### config.mk
export PLATFORM = sky130hd
export DESIGN_NAME = uart_rx_frame_ctrl
export DESIGN_NICKNAME = d
export VERILOG_FILES = /design/src/rtl/uart_rx_frame_ctrl.sv
export SDC_FILE = /design/constraint.sdc
export NUM_CORES = 1
export LEC_CHECK = 0
export ABC_AREA = 1
export BUFFER_PORTS_ARGS = -buffer_cell sky130_fd_sc_hd__buf_2
export CAP_MARGIN = 20
export CORE_ASPECT_RATIO = 2
export CORE_MARGIN = 2
export CORE_UTILIZATION = 45
export DETAILED_ROUTE_END_ITERATION = 6
export GPL_TIMING_DRIVEN = 0
export RECOVER_POWER = 100
export SYNTH_ARGS = -nofsm -noshare
export SYNTH_HDL_FRONTEND = slang
export SYNTH_SLANG_ARGS = --single-unit
### constraint.sdc
create_clock -name clk -period 2.5 [get_ports clk]
set_clock_uncertainty 0.2 [all_clocks]
set_input_delay 0.375 -clock clk [delete_from_list [all_inputs] [get_ports clk]]
set_output_delay 0.375 -clock clk [all_outputs]
set_load 0.01 [all_outputs]
### src/rtl/uart_rx_frame_ctrl.sv
// Frame controller behind the 8n1 UART receiver: hunts SYNC, parses addr/len/payload/checksum,
// and bursts the buffered payload out as register writes only once the checksum verifies.
// Latency: first wr_en two clocks after the checksum byte event; burst is gap-free.
// Backpressure: none; a byte arriving during the burst is held in a one-entry pending slot.
// Ports: clk/rst (sync, active-high); rx_data/rx_stb byte input (rising edge of rx_stb = new byte);
//        wr_en/wr_addr/wr_data write burst; frame_ok/frame_err pulses; err_code held; busy = not hunting.
module uart_rx_frame_ctrl #(
  parameter logic [7:0] SYNC    = 8'hA5,
  parameter int         MAXLEN  = 16,
  parameter int         TIMEOUT = 1024
) (
  input  logic       clk,
  input  logic       rst,
  input  logic [7:0] rx_data,
  input  logic       rx_stb,
  output logic       wr_en,
  output logic [7:0] wr_addr,
  output logic [7:0] wr_data,
  output logic       frame_ok,
  output logic       frame_err,
  output logic [1:0] err_code,
  output logic       busy
);

  localparam int CW = $clog2(TIMEOUT + 1);
  localparam int AW = (MAXLEN > 1) ? $clog2(MAXLEN) : 1;
  localparam logic [7:0]    MAXLEN_B = 8'(MAXLEN);
  // Pulses are registered, so the abort is decided one count early to land
  // exactly TIMEOUT clocks after the last byte event.
  localparam logic [CW-1:0] TO_LAST  = CW'(TIMEOUT - 2);

  typedef enum logic [2:0] {HUNT, ADDR, LEN, DATA, CHK, COMMIT} state_t;

  state_t        state, state_n;
  logic          stb_d1, stb_d2, evt;
  logic [7:0]    base, base_n, len, len_n, sum, sum_n, idx, idx_n;
  logic [7:0]    idx_inc, chk_sum, byte_in;
  logic          take;
  logic [CW-1:0] cnt, cnt_n;
  logic          pend, pend_n;
  logic [7:0]    pend_byte, pend_byte_n;
  logic          wr_en_n, ok_n, err_n;
  logic [7:0]    wr_addr_n, wr_data_n;
  logic [1:0]    err_code_n;
  logic          mem_we;
  logic [7:0]    mem [MAXLEN];

  assign evt     = stb_d1 & ~stb_d2;
  assign idx_inc = idx + 8'd1;
  assign chk_sum = sum + rx_data;
  assign busy    = (state != HUNT);

  always_ff @(posedge clk) begin
    if (rst) begin
      state     <= HUNT;
      stb_d1    <= 1'b0;
      stb_d2    <= 1'b0;
      base      <= '0;
      len       <= '0;
      sum       <= '0;
      idx       <= '0;
      cnt       <= '0;
      pend      <= 1'b0;
      pend_byte <= '0;
      wr_en     <= 1'b0;
      wr_addr   <= '0;
      wr_data   <= '0;
      frame_ok  <= 1'b0;
      frame_err <= 1'b0;
      err_code  <= '0;
    end else begin
      state     <= state_n;
      stb_d1    <= rx_stb;
      stb_d2    <= stb_d1;
      base      <= base_n;
      len       <= len_n;
      sum       <= sum_n;
      idx       <= idx_n;
      cnt       <= cnt_n;
      pend      <= pend_n;
      pend_byte <= pend_byte_n;
      wr_en     <= wr_en_n;
      wr_addr   <= wr_addr_n;
      wr_data   <= wr_data_n;
      frame_ok  <= ok_n;
      frame_err <= err_n;
      err_code  <= err_code_n;
    end
  end

  // Payload buffer; contents are meaningless outside a frame, so no reset.
  always_ff @(posedge clk) begin
    if (mem_we) mem[idx[AW-1:0]] <= rx_data;
  end

  always_comb begin
    state_n     = state;
    base_n      = base;
    len_n       = len;
    sum_n       = sum;
    idx_n       = idx;
    pend_n      = pend;
    pend_byte_n = pend_byte;
    wr_en_n     = 1'b0;
    wr_addr_n   = wr_addr;
    wr_data_n   = wr_data;
    ok_n        = 1'b0;
    err_n       = 1'b0;
    err_code_n  = err_code;
    mem_we      = 1'b0;
    take        = evt;
    byte_in     = rx_data;

    // A byte caught during the burst is replayed in HUNT; a live event takes priority.
    if (state == HUNT && !evt && pend) begin
      take    = 1'b1;
      byte_in = pend_byte;
    end

    if (state == HUNT || state == COMMIT || evt) cnt_n = '0;
    else                                         cnt_n = cnt + 1'b1;

    case (state)
      HUNT: begin
        pend_n = 1'b0;
        if (take && byte_in == SYNC) state_n = ADDR;
      end
      ADDR: begin
        if (evt) begin
          base_n  = rx_data;
          state_n = LEN;
        end
      end
      LEN: begin
        if (evt) begin
          len_n = rx_data;
          sum_n = base + rx_data;
          idx_n = '0;
          if (rx_data > MAXLEN_B) begin
            err_n      = 1'b1;
            err_code_n = 2'd2;
            state_n    = HUNT;
          end else if (rx_data == 8'd0) begin
            state_n = CHK;
          end else begin
            state_n = DATA;
          end
        end
      end
      DATA: begin
        if (evt) begin
          mem_we = 1'b1;
          sum_n  = chk_sum;
          idx_n  = idx_inc;
          if (idx_inc == len) state_n = CHK;
        end
      end
      CHK: begin
        if (evt) begin
          idx_n = '0;
          if (chk_sum == 8'd0) begin
            state_n = COMMIT;
          end else begin
            err_n      = 1'b1;
            err_code_n = 2'd1;
            state_n    = HUNT;
          end
        end
      end
      COMMIT: begin
        if (evt) begin
          pend_n      = 1'b1;
          pend_byte_n = rx_data;
        end
        if (idx == len) begin
          ok_n       = 1'b1;
          err_code_n = 2'd0;
          state_n    = HUNT;
        end else begin
          wr_en_n   = 1'b1;
          wr_addr_n = base + idx;
          wr_data_n = mem[idx[AW-1:0]];
          idx_n     = idx_inc;
        end
      end
      default: state_n = HUNT;
    endcase

    // Inter-byte timeout; a byte arriving in the same cycle wins.
    if ((state == ADDR || state == LEN || state == DATA || state == CHK) && !evt && cnt == TO_LAST) begin
      state_n    = HUNT;
      err_n      = 1'b1;
      err_code_n = 2'd3;
    end
  end

endmodule
==> metrics.txt <==
path depth of the worst reg2reg path 6; relative slew slack 37.27%; hold-critical path depth 1; sw frac 32.64%; CTS tree built; Final ANT Viol Nets 0; RSZ-0062 raised after global routing yes; nature of the critical path endpoint register; reg2reg setup slack 60 ps; EDFF count, synth 128; sequential fraction of the synthesis area 56.88%; Post-Synthesis Net Count 1059; Synth Register Bits 206; reg2reg end mem[11][6]; CP Launch Point idx[3]; Psw 2.854 mW; post-route core utilization 51.12%; commonest non-fill, non-tap cell in the layout nand2_1; clock network power share 31.0%; final hold viol count 0; root buf cell clkbuf_16; Hold EP mem[11][0]; share of cells above drive strength 1 9.083%; Max Buffers Root-to-Sink 3; fmax 409.7 MHz; Synth Warn # 0; Die Span Y 209.5 microns; final wirelength 26680 microns; via count 7297; GP Congestion 0.9510; Power Internal 5.889 mW; Core Area 20830 sq um; drt initial violations 390; residual DRC count 0; max cap viols 0; largest net degree at the start of global routing 23; initial antenna violation count 0; Final setup viols 0; Final #Nets 1118; reg2reg start idx[3]; Ports 33; power share of the combinational group 25.2%; commonest cells after routing, fill and taps aside 141 x nand2_1, 140 x nor2_1, 128 x edfxtp_1; WL/cell 19.63 microns; Layout Area Growth over Synthesis 12.07%; WS Path Type register to register; power per cell area 820.9 nW/um^2; max-slew violations 0; Starting Density 45.62%; via/cell ratio 5.369; CP Cell Sequence buf_4 -> inv_2 -> nor2_2 -> inv_1 -> nor3_1 -> buf_2; Seq pwr share 43.8%; clock sinks 206; first-pass GRT wire length 40230 microns; Final WS setup 59.22 ps; input/output buffers 32; Synth Cell Area 9503 sq um; crit path DAT 2450 ps; pre-CTS setup slack -580.1 ps; outcome finished clean; Max stage delay on crit path 450 ps; Setup crit start kind register; Mean Syn Cell Area 9.335 sq um; crit path time final 2441 ps; clk slew on worst S/H paths 70 ps; Post-DP HPWL 19600 microns; Hold Path Class input pin to register; GRT Resource Usage Total 24.26%; H-tree depth 1; worst-skew pair later-pin latency 510 ps; grt ovf 0; Peak VDD IR 0.6174 mV; # rows 75; Post-synth ARST share 0%; CTS Buf Count 19; min-delay src rx_data[0]; final period utilization 97.63%; CP max FO 9; Worst EP required 2510 ps; Leak Pwr 4.054 nW; Syn Inst Count 1018; router iterations before antenna repair 5; Tightest Pin Transition 941.0 ps; ANT cells 0; Cell variety after synth 42; Die W 106.8 microns; vias in the first global route 7142; die area 22370 sq um; dominant synthesized flop cell edfxtp_1; CP max stage cell nor3_1
-- kinds of logic after synthesis --
family / count (synthesis) / share of synthesized area (%)
compound gates: 245 / 14.42
xor+xnor: 18 / 1.659
fa+ha+maj: 30 / 4.187
buf+inv: 140 / 5.898
flops: 206 / 56.88
simple gates: 379 / 16.96
-- cells in the mapped netlist, types with 4 or more instances --
cell type | number | area share, %
nor2_4 | 4 | 0.47
buf_2 | 13 | 0.68
nand2_1 | 143 | 5.6
a22o_1 | 16 | 1.5
nor3_1 | 18 | 0.95
o22ai_1 | 33 | 2.2
clkbuf_1 | 23 | 0.91
ha_1 | 27 | 3.6
inv_2 | 12 | 0.47
o21ai_0 | 114 | 6.0
nor3b_1 | 4 | 0.32
a211oi_1 | 4 | 0.32
a21oi_1 | 65 | 3.4
xor2_1 | 10 | 0.92
xnor2_1 | 8 | 0.74
nand4_1 | 7 | 0.46
inv_1 | 87 | 3.4
nor2_1 | 152 | 6.0
nand3_1 | 34 | 1.8
edfxtp_1 | 128 | 40
nand3b_1 | 4 | 0.32
dfxtp_1 | 78 | 16
nor2_2 | 4 | 0.26
-- area by class of cell --
| class | instances | area (sq um) |
|---|---|---|
| Timing Repair Buffer | 39 | 186.4 |
| Buffer | 39 | 191.4 |
| Fill cell | 2027 | 10180 |
| Sequential cell | 206 | 5410 |
| Clock inverter | 9 | 62.56 |
| Clock buffer | 25 | 498.0 |
| Multi-Input combinational cell | 672 | 3586 |
| Tap cell | 269 | 336.6 |
| Inverter | 100 | 379.1 |
-- registers in the layout, indices dropped and copies added, names as in the netlist, 3 cells and up --
name,cells
wr_data,8
idx,8
cnt,11
mem,128
wr_addr,8
base,8
sum,8
len,8
pend_byte,8
state,3
-- through the flow --
| stage | std cells | power (mW) | cell area (sq um) | hold WS, ps | setup TNS [ps] |
|---|---|---|---|---|---|
| detailed placement | 1322 | 6.026 | 10020 | 237.7 | -40630 |
| global route | 1359 | 9.169 | 10650 | 145.0 | -361.9 |
| floorplan | 1018 | 5.303 | 9503 | 217.3 | 0 |
| global placement | 1319 | 6.007 | 10000 | 230.9 | -50500 |
| CTS | 1357 | 8.763 | 10650 | 115.0 | 0 |
| finish | 1359 | 8.743 | 10650 | 138.1 | 0 |
-- per-layer routing --
| layer | routed length (microns) | vias to the layer above | GRT usage, % |
|---|---|---|---|
| li1 | - | 3621 | - |
| met1 | 9130 | 3439 | 23.86 |
| met2 | 15210 | 176 | 48.10 |
| met3 | 941 | 61 | 2.050 |
| met4 | 1404 | 0 | 13.26 |
| met5 | 0 | - | 0 |
-- power groups by stage --
stage	Clock [mW]	Combinational (mW)	Sequential [mW]
after detailed placement	0	2.13	3.90
after global placement	0	2.11	3.90
final	2.71	2.21	3.83
after floorplan	0	1.43	3.87
after global routing	2.86	2.47	3.84
after CTS	2.75	2.19	3.83
-- how the worst max path moves through the flow --
| stage | to | cells past startpoint |
|---|---|---|
| global placement | mem[11][6] | 5 |
| floorplan | state[0] | 14 |
| detailed placement | state[0] | 14 |
| CTS | mem[12][5] | 6 |
| global route | mem[9][7] | 5 |
| finish | mem[11][6] | 6 |
-- repair_timing --
action / 4_1_cts / 5_1_grt
hold endpoints to repair: 2 / 0
setup buffers: 0 / 2
hold buffers: 2 / 0
endpoints found under the setup margin: 127 / 45
resized for setup: 20 / 11
pin swaps: 2 / 2
-- critical path, delay by kind of cell, from the launching register on --
family | cells | cell delay, ps
buffers and inverters | 4 | 730
flip-flops | 1 | 390
AND/OR/NAND/NOR | 2 | 830
Note: power is estimated with default switching activity, not from simulation.
